$ cat src/rtl/fpu_addsub_p.sv
// fpu_addsub_p: floating-point add/subtract for a {sign, exp, mant} word (hidden 1, no denormals).
// Latency: start is taken in IDLE; done pulses for one cycle after the 5th following edge.
// Backpressure: none. start is ignored while busy, so issue the next operation at or after done.
// Ports: clock100KHz, reset (async, active-high); op_A_in/op_B_in/op_sub/round_mode/start request;
//        busy and done handshake; data_out and status_out (one-hot EXACT/INEXACT/OVERFLOW/UNDERFLOW)
//        hold the last result until the next done.
module fpu_addsub_p #(
  parameter int EXP_W = 6,
  parameter int MAN_W = 25
) (
  input  logic                 clock100KHz,
  input  logic                 reset,
  input  logic [EXP_W+MAN_W:0] op_A_in,
  input  logic [EXP_W+MAN_W:0] op_B_in,
  input  logic                 op_sub,
  input  logic                 round_mode,
  input  logic                 start,
  output logic                 busy,
  output logic                 done,
  output logic [EXP_W+MAN_W:0] data_out,
  output logic [3:0]           status_out
);

  localparam int W      = 1 + EXP_W + MAN_W;
  localparam int SIG_W  = MAN_W + 1;        // significand including the hidden bit
  localparam int EXT_W  = SIG_W + 3;        // significand plus guard, round, sticky
  localparam int SUM_W  = EXT_W + 1;        // one carry bit above the extended significand
  localparam int WIDE_W = 2 * SIG_W + 4;    // {sig, G, R} plus room for every bit a shift can push out
  localparam int E_W    = EXP_W + 2;        // signed working exponent: room for carries and underflow
  localparam int LZ_W   = $clog2(EXT_W + 1);
  localparam logic signed [E_W-1:0] EXP_OVF = E_W'((1 << EXP_W) - 1);

  localparam logic [3:0] ST_EXACT   = 4'b0001;
  localparam logic [3:0] ST_INEXACT = 4'b0010;
  localparam logic [3:0] ST_OVERFLOW = 4'b0100;
  localparam logic [3:0] ST_UNDERFLOW = 4'b1000;

  typedef enum logic [2:0] {
    S_IDLE, S_ALIGN, S_ADD, S_NORM, S_ROUND, S_DONE
  } state_t;

  state_t                  state;
  logic [W-1:0]            a_q, b_q;          // b_q carries the effective (op_sub adjusted) sign
  logic                    rmode_q;
  logic [EXT_W-1:0]        big_q, small_q;
  logic                    eff_sub_q, sign_q;
  logic signed [E_W-1:0]   exp_q;
  logic [SUM_W-1:0]        sum_q;
  logic [EXT_W-1:0]        norm_q;
  logic                    zero_q;
  logic [W-1:0]            res_q;
  logic [3:0]              res_st_q;

  // ALIGN: order the operands by magnitude so ADD only ever subtracts smaller from larger,
  // then shift the smaller one right, ORing everything below the round bit into sticky.
  logic [EXP_W-1:0] a_exp, b_exp, big_exp, small_exp, exp_diff;
  logic [SIG_W-1:0] a_sig, b_sig, big_sig, small_sig;
  logic             a_big, big_sign, small_sign;
  logic [WIDE_W-1:0] wide;
  logic [EXT_W-1:0] small_ext;

  always_comb begin
    a_exp = a_q[W-2:MAN_W];
    b_exp = b_q[W-2:MAN_W];
    // A zero exponent field means zero; a zero significand falls straight through the datapath.
    a_sig = (a_exp == '0) ? '0 : {1'b1, a_q[MAN_W-1:0]};
    b_sig = (b_exp == '0) ? '0 : {1'b1, b_q[MAN_W-1:0]};
    a_big      = {a_exp, a_sig} >= {b_exp, b_sig};
    big_exp    = a_big ? a_exp : b_exp;
    small_exp  = a_big ? b_exp : a_exp;
    big_sig    = a_big ? a_sig : b_sig;
    small_sig  = a_big ? b_sig : a_sig;
    big_sign   = a_big ? a_q[W-1] : b_q[W-1];
    small_sign = a_big ? b_q[W-1] : a_q[W-1];
    exp_diff   = big_exp - small_exp;
    wide       = {small_sig, {(WIDE_W-SIG_W){1'b0}}} >> exp_diff;
    if (32'(exp_diff) >= 32'(MAN_W + 3)) begin
      small_ext = {{(EXT_W-1){1'b0}}, |small_sig};
    end else begin
      small_ext = {wide[WIDE_W-1 -: EXT_W-1], |wide[WIDE_W-EXT_W:0]};
    end
  end

  // ADD
  logic [SUM_W-1:0] sum_d;

  always_comb begin
    if (eff_sub_q) begin
      sum_d = {1'b0, big_q} - {1'b0, small_q};
    end else begin
      sum_d = {1'b0, big_q} + {1'b0, small_q};
    end
  end

  // NORM: carry-out shifts right once, otherwise shift left by the leading-zero count.
  logic [LZ_W-1:0]       lz;
  logic [EXT_W-1:0]      norm_d;
  logic signed [E_W-1:0] norm_exp_d;

  always_comb begin
    lz = LZ_W'(EXT_W);
    for (int i = 0; i < EXT_W; i++) begin
      if (sum_q[i]) lz = LZ_W'(EXT_W - 1 - i);
    end
    if (sum_q[SUM_W-1]) begin
      norm_d     = {sum_q[SUM_W-1:2], sum_q[1] | sum_q[0]};
      norm_exp_d = exp_q + E_W'(1);
    end else begin
      norm_d     = sum_q[EXT_W-1:0] << lz;
      norm_exp_d = exp_q - E_W'(lz);
    end
  end

  // ROUND and pack, including range checks on the final exponent.
  logic [SIG_W-1:0]      keep;
  logic                  g_bit, r_bit, s_bit, inc;
  logic [SIG_W:0]        rounded;
  logic [MAN_W-1:0]      mant_f;
  logic signed [E_W-1:0] exp_f;
  logic [W-1:0]          res_d;
  logic [3:0]            res_st_d;

  always_comb begin
    keep    = norm_q[EXT_W-1:3];
    g_bit   = norm_q[2];
    r_bit   = norm_q[1];
    s_bit   = norm_q[0];
    inc     = ~rmode_q & g_bit & (r_bit | s_bit | keep[0]);
    rounded = {1'b0, keep} + {{SIG_W{1'b0}}, inc};
    exp_f   = exp_q;
    mant_f  = rounded[MAN_W-1:0];
    if (rounded[SIG_W]) begin
      exp_f  = exp_q + E_W'(1);
      mant_f = rounded[MAN_W:1];
    end
    if (zero_q) begin
      res_d    = '0;
      res_st_d = ST_EXACT;
    end else if (exp_f >= EXP_OVF) begin
      res_d    = {sign_q, {EXP_W{1'b1}}, {MAN_W{1'b0}}};
      res_st_d = ST_OVERFLOW;
    end else if (exp_f[E_W-1] || (exp_f == '0)) begin
      res_d    = {sign_q, {(W-1){1'b0}}};
      res_st_d = ST_UNDERFLOW;
    end else begin
      res_d    = {sign_q, exp_f[EXP_W-1:0], mant_f};
      res_st_d = (g_bit | r_bit | s_bit) ? ST_INEXACT : ST_EXACT;
    end
  end

  always_ff @(posedge clock100KHz or posedge reset) begin
    if (reset) begin
      state      <= S_IDLE;
      busy       <= 1'b0;
      done       <= 1'b0;
      data_out   <= '0;
      status_out <= ST_EXACT;
      a_q        <= '0;
      b_q        <= '0;
      rmode_q    <= 1'b0;
      big_q      <= '0;
      small_q    <= '0;
      eff_sub_q  <= 1'b0;
      sign_q     <= 1'b0;
      exp_q      <= '0;
      sum_q      <= '0;
      norm_q     <= '0;
      zero_q     <= 1'b0;
      res_q      <= '0;
      res_st_q   <= '0;
    end else begin
      done <= 1'b0;
      case (state)
        S_IDLE: begin
          if (start) begin
            a_q     <= op_A_in;
            b_q     <= {op_B_in[W-1] ^ op_sub, op_B_in[W-2:0]};
            rmode_q <= round_mode;
            busy    <= 1'b1;
            state   <= S_ALIGN;
          end
        end
        S_ALIGN: begin
          big_q     <= {big_sig, 3'b000};
          small_q   <= small_ext;
          eff_sub_q <= big_sign ^ small_sign;
          sign_q    <= big_sign;
          exp_q     <= E_W'(big_exp);
          state     <= S_ADD;
        end
        S_ADD: begin
          sum_q <= sum_d;
          state <= S_NORM;
        end
        S_NORM: begin
          norm_q <= norm_d;
          exp_q  <= norm_exp_d;
          zero_q <= (sum_q == '0);
          state  <= S_ROUND;
        end
        S_ROUND: begin
          res_q    <= res_d;
          res_st_q <= res_st_d;
          state    <= S_DONE;
        end
        S_DONE: begin
          data_out   <= res_q;
          status_out <= res_st_q;
          done       <= 1'b1;
          busy       <= 1'b0;
          state      <= S_IDLE;
        end
        default: state <= S_IDLE;
      endcase
    end
  end

endmodule

$ cat config.mk
export PLATFORM = sky130hd
export DESIGN_NAME = fpu_addsub_p
export DESIGN_NICKNAME = d
export VERILOG_FILES = /design/src/rtl/fpu_addsub_p.sv
export SDC_FILE = /design/constraint.sdc
export NUM_CORES = 1
export LEC_CHECK = 0
export CELL_PAD_IN_SITES_DETAIL_PLACEMENT = 0
export CELL_PAD_IN_SITES_GLOBAL_PLACEMENT = 1
export CORE_MARGIN = 1.5
export CORE_UTILIZATION = 50
export DETAILED_ROUTE_END_ITERATION = 12
export GPL_ROUTABILITY_DRIVEN = 0
export MAX_ROUTING_LAYER = met4
export PLACE_DENSITY_LB_ADDON = 0.1
export SLEW_MARGIN = 20
export SYNTH_ARGS = -nofsm -noshare
export SYNTH_HDL_FRONTEND = slang
export SYNTH_SLANG_ARGS = --single-unit
$ cat constraint.sdc
create_clock -name clock100KHz -period 22.8 [get_ports clock100KHz]
set_input_delay 4.56 -clock clock100KHz [delete_from_list [all_inputs] [get_ports clock100KHz]]
set_output_delay 4.56 -clock clock100KHz [all_outputs]
set_load 0.005 [all_outputs]
Yosys cells after proc, flatten, opt, wreduce, memory -nomap -nowiden
Index checks and enable logic that the tools add are counted.
- add/sub/neg operators: 6
- multipliers: 0
- divide/modulo/power cells: 0
- magnitude comparators: 3
- equality and inequality tests: 6
- shift-type cells: 2
- multiplexer cells: 56
- bitwise operators: 10
- reduce and logical (&&, ||, !) cells: 12
- operators with widths (operator ; number):
    5-bit 2-to-1 mux ; 28
    26-bit 2-to-1 mux ; 4
    31-bit 2-to-1 mux ; 2
    29-bit 2-to-1 mux ; 2
    56-bit by 6-bit >> shifter with 56-bit output ; 1
    32-bit greater-or-equal comparator ; 1
    32-bit 2-to-1 mux ; 1
    29-bit by 29-bit adder with 30-bit output ; 1
    30-bit zero test ; 1
    30-bit 2-to-1 mux ; 1
    29-bit by 29-bit subtractor with 30-bit output ; 1
    29-bit by 5-bit << shifter with 29-bit output ; 1
    28-bit OR reduction ; 1
    26-bit by 1-bit adder with 27-bit output ; 1
    26-bit OR reduction ; 1
    25-bit 2-to-1 mux ; 1
    8-bit 2-to-1 mux ; 2
    8-bit one-hot mux with 2 select lines ; 1
    3-bit one-hot mux with 5 select lines ; 1
    6-bit zero test ; 2
    4-bit 2-to-1 mux ; 3
    6-bit 2-to-1 mux ; 2
    8-bit by 2-bit adder with 8-bit output, second input constant ; 1
    8-bit by 7-bit greater-or-equal comparator with 1-bit output, second input constant ; 1
    other kinds (20) ; 34
- bits in registers: 267
- latch bits: 0
- bits in writable memories: 0
- ROM bits: 0
- output and inout bits: 38
- memories kept: 0

Logic depth before layout (Yosys ltp)
- depth after elaboration: 32
- gate-level depth with buffers: 26
- depth with buffers taken out: 21

Worst setup path after synthesis
OpenSTA, ideal clock, no wires.
- path kind: input -> register
- from: input port start
- to: register a_q[0]
- data arrival time: 5781 ps
- data required time: 22675 ps
- setup slack: 16894 ps
- stages: 4
- buffers on the path: 2
- cell sequence: nor4b_1 clkbuf_1 clkbuf_1 mux2_2
- cells in the longest elaborated chain, start to end: 1
- ends and longest elaborated chain (what ; line ; source):
    from (decl) ; 17 ; input logic start,
    2-bit AND reduction (no line) ; - ;
    to (signal assigned) ; 176 ; a_q <= op_A_in;
    to (decl) ; 43 ; logic [W-1:0] a_q, b_q;
Every way passes these cells.
A chain may end at the register's enable or synchronous reset.

==> flow_metrics.tcl <==
set metrics [dict create \
    core_region_area_um2 36870 \
    reg2reg_slack_ns 16.01 \
    cts_made_buffers 31 \
    r2r.worst_path.cells 20 \
    finalCritPeriodShare_pct 31.91 \
    wire_per_inst_um 19.88 \
    drt_first_iter_violations 1235 \
    area_delta_synth_final_pct 13.11 \
    via_count_of_the_first_global_routing_pass 15630 \
    antennaDiodeCount 0 \
    via_per_inst 5.999 \
    ys.flop_type "sky130_fd_sc_hd__dfrtp_1" \
    pre_cts_slack_ns 14.71 \
    regToRegStartpoint "b_q[28]$_DFFE_PP0P_" \
    dieWidth_um 197.1 \
    post-route-cell-area_um2 21300 \
    cap_violations 0 \
    grt_max_degree 73 \
    detailed_place.area_um2 20140 \
    critPathLaunchType "input port" \
    synth-seq-area-share_pct 35.49 \
    cts_tree "done" \
    placement_rows 70 \
    drc 0 \
    worst_skew_pair.late_latency_ns 0.60 \
    worst-setup-path-type "input port to asynchronous set/reset pin" \
    netlist_top_cells_area "sky130_fd_sc_hd__dfrtp_1 35%, sky130_fd_sc_hd__nand2_1 7.3%, sky130_fd_sc_hd__ha_1 6.2%" \
    synth-compound-area-share_pct 18.94 \
    yosysTopAreaCell "sky130_fd_sc_hd__dfrtp_1" \
    globalRouteTotalUtil_pct 28.51 \
    globalRoute.totalOverflow 0 \
    ant_nets 0 \
    worst_hold_path_type "flop to flop" \
    first_pass_grt_wire_length_um 85590 \
    fmax_mhz 137.4 \
    initial_core_util_pct 51.07 \
    grt_setup_unrepaired "no" \
    cts-resized-gates 0 \
    largest_family_of_logic_cells_by_synthesized_area "compound AO/OA/AOI/OAI gates" \
    synth.cells.most_frequent "364 x sky130_fd_sc_hd__nand2_1, 266 x sky130_fd_sc_hd__dfrtp_1, 156 x sky130_fd_sc_hd__o21ai_0" \
    netlist-cell-type-count 95 \
    grt_antenna_before_repair 0 \
    io-pin-count 107 \
    clock-sinks 267 \
    layout-drive-gt1-share_pct 10.00 \
    synth_top_area_share_pct 35.35 \
    fin_worst_skew_ns 0.01363 \
    arrival_time_of_data_at_the_critical_path_endpoint_ns 7.89 \
    status "finished clean" \
    finalSetupViolations 0 \
    worst-slew-pin-transition_ns 1.002 \
    cts.repair_timing.setup_buffer_count 0 \
    final_net_count 2350 \
    relSlewSlack_pct 33.20 \
    clkSlewWorstSetupHoldPaths_ns 0.06 \
    hold-path-endpoint "status_out[0]$_DFFE_PP1P_" \
    h_tree_lvls 1 \
    critPathRequiredTime_ns 23.41 \
    cts-root-buf "sky130_fd_sc_hd__clkbuf_16" \
    simple_gate_share_of_the_synthesized_area_pct 17.65 \
    postSynthRegisterBits 267 \
    design.die.area_um2 38830 \
    dr_pass1_iterations 5 \
    reg2reg_to "small_q[0]$_DFFE_PP0P_" \
    ctsLongestPathBuffers 3 \
    timing.hold.worst_path_depth 2 \
    synth.avg_cell_area_um2 8.730 \
    wl_final_um 53960 \
    number_of_synthesized_flops_with_an_enable_pin 0 \
    synth_mux_area_share_pct 13.37 \
    finalSetupTns_ns 0 \
    buffer_ports.inserted 106 \
    die_outline_height_um 197.1 \
    cts-hold-fix-buffers 0 \
    synth_adder_area_share_pct 6.392 \
    synthXorXnorAreaFrac_pct 2.930 \
    syn-num-nets 2321 \
    syn_inst 2157 \
    cp-end-kind "asynchronous set/reset pin" \
    synthArstFlopShare_pct 100.0 \
    min-delay-start "status_out[0]$_DFFE_PP1P_" \
    finalHoldViolCount 0 \
    place_hpwl_um 40430 \
    seqCellArea_um2 6683 \
    mappedNetlistArea_um2 18830 \
    routed-via-count 16280 \
    fill_cells 3320 \
    crit_fanout 70 \
    multiInputGateArea_um2 11200 \
    setup_ws_ns 15.52 \
    placed_cells 2656 \
    instances_no_fill 2714 \
    min_period_ns 7.276 \
    yosysWarningCount 0 \
    synth.most_common_cell "sky130_fd_sc_hd__nand2_1" \
    finalMaxSlewViolations 0 \
]
==> worst max-delay path by stage <==
stage,start,end,slack (ns),cells past startpoint
after floorplan,reset,a_q[0]$_DFFE_PP0P_,10.89,1
after global placement,reset,a_q[15]$_DFFE_PP0P_,14.76,5
after detailed placement,reset,a_q[18]$_DFFE_PP0P_,14.71,5
after CTS,reset,b_q[11]$_DFFE_PP0P_,15.35,5
after global routing,reset,b_q[13]$_DFFE_PP0P_,14.95,5
final,reset,b_q[11]$_DFFE_PP0P_,15.52,5
==> layer usage <==
layer	track usage, %	vias up	wire length (µm)	share of wire [%]
li1	-	7740	-	-
met1	35.37	7984	22710	42
met2	48.44	448	26780	50
met3	2.715	108	2272	4.2
met4	10.63	0	2196	4.1
met5	-	-	0	0
==> logic make-up after synthesis <==
logic type               count (synthesis)
multiplexers                           205
AND/OR/NAND/NOR                        733
XOR/XNOR                                63
flip-flops                             267
adder cells (fa/ha/maj)                 95
AO/OA/AOI/OAI                          553
buffers and inverters                  241
==> registers in the layout, summed over array words and instances, names as in the netlist <==
register,flops
done,1
exp_q,8
zero_q,1
small_q,29
eff_sub_q,1
status_out,4
busy,1
data_out,32
res_st_q,4
sign_q,1
norm_q,29
a_q,32
b_q,32
res_q,32
sum_q,30
state,3
big_q,26
rmode_q,1
==> layout make-up <==
cell class                      count  share of cell area [%]
Inverter                          109                   1.956
Multi-Input combinational cell   1649                   52.58
Clock buffer                       41                   4.053
Sequential cell                   267                   31.38
Timing Repair Buffer              128                   5.851
Tap cell                          504                   2.961
Clock inverter                     16                   1.228
==> worst max-delay path, cell delays in order <==
cell and delay (ns):
sky130_fd_sc_hd__clkdlybuf4s50_1 0.49, sky130_fd_sc_hd__inv_8 0.38, sky130_fd_sc_hd__buf_4 0.80, sky130_fd_sc_hd__buf_4 0.77, sky130_fd_sc_hd__buf_4 0.80
==> through the flow <==
| step | hold WS [ns] | utilization, % |
|---|---|---|
| after CTS | 0.4628 | 57.68 |
| after detailed placement | 0.4537 | 54.63 |
| final | 0.4583 | 57.76 |
| after floorplan | 0.4386 | - |
| after global placement | 0.4517 | 54.63 |
| after global routing | 0.4909 | 57.76 |
==> placed cells by master (no fill, tap or decap), types with 10 or more instances in the layout <==
cell / count
sky130_fd_sc_hd__a22o_1: 16
sky130_fd_sc_hd__or3_1: 11
sky130_fd_sc_hd__nor2b_1: 14
sky130_fd_sc_hd__o21a_1: 12
sky130_fd_sc_hd__nand2_1: 364
sky130_fd_sc_hd__nor2_1: 149
sky130_fd_sc_hd__clkbuf_16: 31
sky130_fd_sc_hd__mux2i_1: 97
sky130_fd_sc_hd__xor2_1: 26
sky130_fd_sc_hd__clkdlybuf4s50_1: 106
sky130_fd_sc_hd__a21oi_1: 146
sky130_fd_sc_hd__mux4_2: 28
sky130_fd_sc_hd__o22ai_1: 20
sky130_fd_sc_hd__dfrtp_1: 266
sky130_fd_sc_hd__nand3_1: 34
sky130_fd_sc_hd__a221oi_1: 10
sky130_fd_sc_hd__buf_4: 21
sky130_fd_sc_hd__and2_1: 11
sky130_fd_sc_hd__and3_1: 20
sky130_fd_sc_hd__mux2_2: 78
sky130_fd_sc_hd__o21ai_0: 156
sky130_fd_sc_hd__a21o_1: 30
sky130_fd_sc_hd__o211ai_1: 10
sky130_fd_sc_hd__o31ai_1: 15
sky130_fd_sc_hd__xnor2_1: 36
sky130_fd_sc_hd__nor3_1: 44
sky130_fd_sc_hd__ha_1: 93
sky130_fd_sc_hd__nor4_1: 17
sky130_fd_sc_hd__a31oi_1: 15
sky130_fd_sc_hd__nand2b_1: 13
sky130_fd_sc_hd__inv_1: 105
sky130_fd_sc_hd__a211oi_1: 16
sky130_fd_sc_hd__o21bai_1: 15
Power is not shown: default switching activity piles up to over one toggle a cycle in this logic, so the estimate is an artifact.
